==> config.mk <==
export PLATFORM = sky130hd
export DESIGN_NAME = adpll_lock_detect
export DESIGN_NICKNAME = d
export VERILOG_FILES = /design/src/rtl/adpll_pkg.sv /design/src/rtl/adpll_abs_sat.sv /design/src/rtl/adpll_lock_detect.sv
export SDC_FILE = /design/constraint.sdc
export NUM_CORES = 1
export LEC_CHECK = 0
export BUFFER_PORTS_ARGS = -buffer_cell sky130_fd_sc_hd__buf_2
export CAP_MARGIN = 20
export CORE_AREA = 2 2 56 58
export DETAILED_ROUTE_END_ITERATION = 8
export DIE_AREA = 0 0 58 60
export PLACE_DENSITY = 0.86
export SLEW_MARGIN = 40
export SYNTH_ARGS = -nofsm -noshare
export SYNTH_HDL_FRONTEND = slang
export SYNTH_SLANG_ARGS = --single-unit
export TNS_END_PERCENT = 50
==> constraint.sdc <==
create_clock -name fpga_clk_i -period 2.85 [get_ports fpga_clk_i]
set_input_delay 0 -clock fpga_clk_i [delete_from_list [all_inputs] [get_ports fpga_clk_i]]
set_output_delay 0 -clock fpga_clk_i [all_outputs]
set_load 0.02 [all_outputs]
==> src/rtl/adpll_pkg.sv <==
// Shared ADPLL definitions: lock-detector state encoding and the default phase-error width.
package adpll_pkg;

    localparam int ADPLL_ERR_WIDTH = 8;

    typedef enum logic [1:0] {
        ST_UNLOCKED = 2'd0,
        ST_ACQUIRE  = 2'd1,
        ST_LOCKED   = 2'd2,
        ST_HOLDOVER = 2'd3
    } lock_state_t;

endpackage

==> src/rtl/adpll_abs_sat.sv <==
// Saturating absolute value of a two's-complement word; the most-negative input maps to the
// largest positive value so the result always fits in W unsigned bits below 2^(W-1).
module adpll_abs_sat #(
    parameter int W = 8
) (
    input  logic signed [W-1:0] val_i,
    output logic        [W-1:0] abs_o
);

    localparam logic [W-1:0] MOST_NEG = {1'b1, {(W-1){1'b0}}};
    localparam logic [W-1:0] MOST_POS = {1'b0, {(W-1){1'b1}}};

    always_comb begin
        abs_o = $unsigned(val_i);
        if ($unsigned(val_i) == MOST_NEG) begin
            abs_o = MOST_POS;
        end else if (val_i[W-1]) begin
            abs_o = $unsigned(-val_i);
        end
    end

endmodule

==> src/rtl/adpll_lock_detect.sv <==
// ADPLL lock detector: hysteretic acquire/release FSM sampled on ref_clk_i rising edges.
// Optional peak-error tracking while locked is enabled by defining LOCK_PEAK_EN.
module adpll_lock_detect
    import adpll_pkg::*;
#(
    parameter int ERR_WIDTH     = ADPLL_ERR_WIDTH,
    parameter int LOCK_THRESH   = 4,
    parameter int UNLOCK_THRESH = 8,
    parameter int LOCK_COUNT    = 64,
    parameter int UNLOCK_COUNT  = 4,
    parameter int CNT_WIDTH     = 8
) (
    input  logic                        fpga_clk_i,
    input  logic                        reset_i,
    input  logic                        enable_i,
    input  logic                        ref_clk_i,
    input  logic signed [ERR_WIDTH-1:0] error_i,
    output logic                        locked_o,
    output logic [1:0]                  lock_state_o,
    output logic                        lost_lock_o,
    output logic [ERR_WIDTH-1:0]        max_abs_error_o
);

    localparam logic [ERR_WIDTH-1:0] LOCK_TH   = ERR_WIDTH'(LOCK_THRESH);
    localparam logic [ERR_WIDTH-1:0] UNLOCK_TH = ERR_WIDTH'(UNLOCK_THRESH);
    localparam logic [CNT_WIDTH:0]   ACQ_END   = (CNT_WIDTH+1)'(LOCK_COUNT);
    localparam logic [CNT_WIDTH:0]   REL_END   = (CNT_WIDTH+1)'(UNLOCK_COUNT);

    lock_state_t           state_q;
    logic                  ref_q;
    logic                  locked_q;
    logic                  lost_q;
    logic [CNT_WIDTH-1:0]  acq_cnt_q;
    logic [CNT_WIDTH-1:0]  rel_cnt_q;
    logic [ERR_WIDTH-1:0]  abs_err;
    logic                  strobe;
    logic                  good;
    logic                  bad;
    logic [CNT_WIDTH:0]    acq_inc;
    logic [CNT_WIDTH:0]    rel_inc;

    adpll_abs_sat #(.W(ERR_WIDTH)) u_abs (
        .val_i (error_i),
        .abs_o (abs_err)
    );

    assign strobe  = ref_clk_i & ~ref_q;
    assign good    = (abs_err <= LOCK_TH);
    assign bad     = (abs_err > UNLOCK_TH);
    // One extra bit so the terminal compare happens before the counter could wrap.
    assign acq_inc = {1'b0, acq_cnt_q} + (CNT_WIDTH+1)'(1);
    assign rel_inc = {1'b0, rel_cnt_q} + (CNT_WIDTH+1)'(1);

    always_ff @(posedge fpga_clk_i) begin
        if (reset_i) begin
            state_q   <= ST_UNLOCKED;
            ref_q     <= 1'b0;
            locked_q  <= 1'b0;
            lost_q    <= 1'b0;
            acq_cnt_q <= '0;
            rel_cnt_q <= '0;
        end else begin
            ref_q  <= ref_clk_i;
            lost_q <= 1'b0;
            if (!enable_i) begin
                state_q   <= ST_UNLOCKED;
                locked_q  <= 1'b0;
                acq_cnt_q <= '0;
                rel_cnt_q <= '0;
            end else if (strobe) begin
                case (state_q)
                    ST_UNLOCKED: begin
                        if (good) begin
                            if (LOCK_COUNT == 1) begin
                                state_q  <= ST_LOCKED;
                                locked_q <= 1'b1;
                            end else begin
                                state_q   <= ST_ACQUIRE;
                                acq_cnt_q <= CNT_WIDTH'(1);
                            end
                        end
                    end
                    ST_ACQUIRE: begin
                        if (!good) begin
                            state_q   <= ST_UNLOCKED;
                            acq_cnt_q <= '0;
                        end else if (acq_inc == ACQ_END) begin
                            state_q   <= ST_LOCKED;
                            locked_q  <= 1'b1;
                            acq_cnt_q <= '0;
                        end else begin
                            acq_cnt_q <= acq_inc[CNT_WIDTH-1:0];
                        end
                    end
                    ST_LOCKED: begin
                        if (bad) begin
                            if (UNLOCK_COUNT == 1) begin
                                state_q  <= ST_UNLOCKED;
                                locked_q <= 1'b0;
                                lost_q   <= 1'b1;
                            end else begin
                                state_q   <= ST_HOLDOVER;
                                rel_cnt_q <= CNT_WIDTH'(1);
                            end
                        end
                    end
                    ST_HOLDOVER: begin
                        if (!bad) begin
                            state_q   <= ST_LOCKED;
                            rel_cnt_q <= '0;
                        end else if (rel_inc == REL_END) begin
                            state_q   <= ST_UNLOCKED;
                            locked_q  <= 1'b0;
                            lost_q    <= 1'b1;
                            acq_cnt_q <= '0;
                            rel_cnt_q <= '0;
                        end else begin
                            rel_cnt_q <= rel_inc[CNT_WIDTH-1:0];
                        end
                    end
                    default: begin
                        state_q  <= ST_UNLOCKED;
                        locked_q <= 1'b0;
                    end
                endcase
            end
        end
    end

`ifdef LOCK_PEAK_EN
    logic [ERR_WIDTH-1:0] peak_q;
    logic                 enter_lock;

    assign enter_lock = good && (((state_q == ST_UNLOCKED) && (LOCK_COUNT == 1)) ||
                                 ((state_q == ST_ACQUIRE) && (acq_inc == ACQ_END)));

    always_ff @(posedge fpga_clk_i) begin
        if (reset_i) begin
            peak_q <= '0;
        end else if (enable_i && strobe) begin
            if (enter_lock) begin
                peak_q <= '0;
            end else if (((state_q == ST_LOCKED) || (state_q == ST_HOLDOVER)) && (abs_err > peak_q)) begin
                peak_q <= abs_err;
            end
        end
    end

    assign max_abs_error_o = peak_q;
`else
    assign max_abs_error_o = '0;
`endif

    assign locked_o     = locked_q;
    assign lock_state_o = state_q;
    assign lost_lock_o  = lost_q;

endmodule

==> results <==
- The min-delay analysis places its worst path in the category in2reg.
- The count of final max-slew check failures is 0.
- The largest buffer count on any clock path is 2.
- The die outline area is ~3500 µm².
- The routed via count divided by cell count is around 6.2.
- Leaving out fill and tap cells, the most frequent cell in the layout is sky130_fd_sc_hd__dfxtp_1.
- The initial antenna violation count is 0.
- For flop-to-flop paths, the worst setup slack is approximately 180 ps.
- The worst register-to-register path begins at rel_cnt_q[0]$_SDFFE_PP0P_.
- The flow ran to the end, and the final reports show no timing, DRC or antenna violations.
- The number of different library cells used by synthesis comes to 58.
- The required time of the critical path is roughly 3000 ps.
- The average cell area after synthesis is between 8 and 9 µm².
- The routed wire length per instance is 14.5 µm.
- After synthesis, flip-flops and latches occupy between 20% and 30% of the total area.
- The total number of placement rows is 20.
- The core footprint is about 2900 µm².
- The leakage power is 0.609 nW.
- The number of placed I/O pins is 24.
- Global routing used about a fifth of the available tracks.
- 0 antenna diodes ended up in the layout.
- The final weighted congestion in routability-driven placement is slightly above 0.8.
- The number of global-route vias before repair is 1287.
- At the worst endpoint, the arrival time is around 2900 ps.
- The launching element of the worst setup path is rel_cnt_q[0]$_SDFFE_PP0P_.
- Static timing analysis puts the maximum clock frequency at 374 MHz.
- In this run the horizontal extent of the chip is a little under 60 µm.
- The count of buffers added by post-CTS timing repair for setup is 0.
- Registers take about 420 µm².
- The pin count of the biggest net entering global routing is 17.
- After synthesis the cells add up to 1570 µm².
- The number of remaining DRC errors is 0.
- Measured along the y axis, the die boundary spans 60 µm.
- Setup repair after global routing left no endpoint under its margin.
- The post-synthesis cell count is around 190.
- Summing all multi-input logic gate instances after layout gives 1060 µm².
- The worst slew margin relative to its limit is 47.9%.
- Buffers inserted during clock tree synthesis total 3.
- In this run the remaining antenna-violating nets after routing total 0.
- The flip-flop and latch count after synthesis is 21.
- The number of clock sinks seen by CTS is 21.
- The time the final worst path needs with I/O delays and setup is between 2000 and 3000 ps.
- The number of port buffers is 15.
- The Yosys step of the flow raised 0 warnings.
- CTS built an H-tree with a depth of 1.
- The share of layout cells above drive strength 1 is ~16%.
- The root buffer cell chosen for the clock tree is sky130_fd_sc_hd__clkbuf_4.
- The power density over the cells is around 310 nW/µm².
- Setup total negative slack on the finished layout was measured at 0 ps.
- The capture point of the worst reg-to-reg path is acq_cnt_q[5]$_SDFFE_PP0P_.
- The worst path uses a little over nine tenths of the clock period.
- At the later pin of the worst-skew pair, clock insertion delay measures 320 ps.
- The final hold violation count is 0.
- The effective utilization at floorplan is between 50 and 60%.
- For this run, asynchronously set or reset flops after synthesis account for 0%.
- TritonCTS built the clock tree.
- The placed wire-length estimate after detailed placement is 2460 µm.
- The first global-routing pass estimated about 5600 µm of wire.
- The critical path in this run is classified as reg2reg.
- Measured in cells, the most critical reg-to-reg path has a length of 7.
- The final count of negative-setup-slack endpoints is 0.
- The termination of the worst setup path is acq_cnt_q[5]$_SDFFE_PP0P_.
- The number of maximum-capacitance constraint violations is 0.
- Counting flops with a built-in enable in the synthesized netlist gives 0.
- The count of fill cells added during filler insertion is approximately 270.
- The fraction of the core area covered by cells at the end of the flow is between 50% and 60%.
- The detailed router finished its first iteration with 71 violations.
- The clock arrives with 4.15 ps of skew.
- The final net count is 219.
- The category of the worst setup path capture point is a register.
- The post-synthesis to final-layout area growth is 6.60%.
- The clock-pin transition on the worst setup and hold timing paths is approximately 130 ps.
- The via count of the routed design is between 1000 and 1500.
- The slew of the pin with the lowest slew margin is slightly below 800 ps.
- Along the worst path, the maximum fanout reaches 8.
- The leftover overflow at the end of global routing is 0.
- Leaving out fill and tap cells, the most frequent cells in the layout are sky130_fd_sc_hd__dfxtp_1 (21), sky130_fd_sc_hd__nand2_1 (15), sky130_fd_sc_hd__buf_2 (15).
- The flip-flop cell with the highest count after synthesis is sky130_fd_sc_hd__dfxtp_1.
- The first TritonRoute pass finished after 4 iterations.
- The maximum vdd ir drop is between 0.2 and 0.25 mV.
- The post-detailed-routing wire length is around 3400 µm.
- The worst setup path is launched from a register.
## power breakdown
part | internal [W] | switching, W | total [W]
clock network | 0.0000548 | 0.000100 | 0.000155
logic | 0.0000268 | 0.0000485 | 0.0000753
registers | 0.000294 | 0.000000707 | 0.000295
total | 0.000376 | 0.000149 | 0.000525
## repair_timing
| item | in CTS | in global routing |
|---|---|---|
| hold endpoints to repair | 1 | 0 |
| endpoints found under the setup margin | 0 | 3 |
| hold buffers | 2 | 0 |
| resized for setup | 0 | 2 |
## cell type report
class,instances,share of cell area [%]
timing repair buffer,19,6.57
multi-input combinational,153,63.2
tap,33,2.46
clock buffer,4,1.57
inverter,5,1.12
sequential,21,25.1
## Yosys cell counts, drive strengths merged (3+ instances only)
cell    instances  area, µm²
dfxtp          21        420
nand2          15       56.3
buf            13        100
nor3           13       65.1
a21oi          10       50.1
nand3           9       45.0
o21ai           9       45.0
nor2b           6       37.5
and3            5       31.3
inv             5       18.8
nand2b          5       38.8
o31ai           5       56.3
a31oi           4       25.0
clkbuf          4       15.0
ha              4       50.1
mux2i           4       40.0
nand4           4       25.0
nor2            4       15.0
nor4            4       31.3
o221a           4       45.0
xnor2           3       26.3
## worst max-delay path, stage by stage, from the launching register on
cell and delay, ps:
sky130_fd_sc_hd__dfxtp_1 490, sky130_fd_sc_hd__ha_1 310, sky130_fd_sc_hd__nand3_1 160, sky130_fd_sc_hd__o21a_1 260
sky130_fd_sc_hd__nor4_4 370, sky130_fd_sc_hd__o211ai_2 130, sky130_fd_sc_hd__a221o_1 500, sky130_fd_sc_hd__o311a_1 370
## registers in the layout (all words and copies together), names as in the netlist
signal        count
acq_cnt_q         8
lock_state_o      2
locked_o          1
lost_lock_o       1
ref_q             1
rel_cnt_q         8
## kinds of logic (layout without fill, tap and decap cells)
kind of cell               after synthesis  in the layout  synth area share (%)
AOI/OAI and AO/OA                       55             55                  27.4
and+or+nand+nor                         78             78                  29.1
muxes                                    4              4                  2.55
adders and majority gates                4              4                  3.18
buffers and inverters                   22             28                  8.51
DFF                                     21             21                  26.7
xor gates and xnor gates                 4              4                  2.23
other                                    1              8                 0.238
## worst min-delay path by stage
stage	end	cells past startpoint	slack [ps]	start
5_1_grt	acq_cnt_q[5]$_SDFFE_PP0P_	3	260	enable_i
4_1_cts	acq_cnt_q[5]$_SDFFE_PP0P_	3	230	enable_i
2_1_floorplan	ref_q$_SDFF_PP0_	1	70	reset_i
3_3_place_gp	ref_q$_SDFF_PP0_	2	180	reset_i
6_report	acq_cnt_q[5]$_SDFFE_PP0P_	3	220	enable_i
3_5_place_dp	ref_q$_SDFF_PP0_	2	190	reset_i
## stage by stage
stage                     cells  cell area [µm²]  worst slack [ps]  hold slack [ps]  power (W)
after floorplan             196             1600               455             71.6   0.000363
after global placement      229             1620               281              184   0.000372
after detailed placement    229             1620               206              190   0.000374
after CTS                   235             1660               175              228   0.000520
after global routing        235             1680              19.8              257   0.000536
final                       235             1680               175              221   0.000525
## routing by layer
metal	part of all wire, %	vias up	global-route usage (%)
met1	45	683	25.7
met4	2.2	0	5.98
met3	3.8	12	3.03
li1	-	730	-
met5	0	-	0
met2	49	35	36.2
Note: power is estimated with default switching activity, not from simulation.
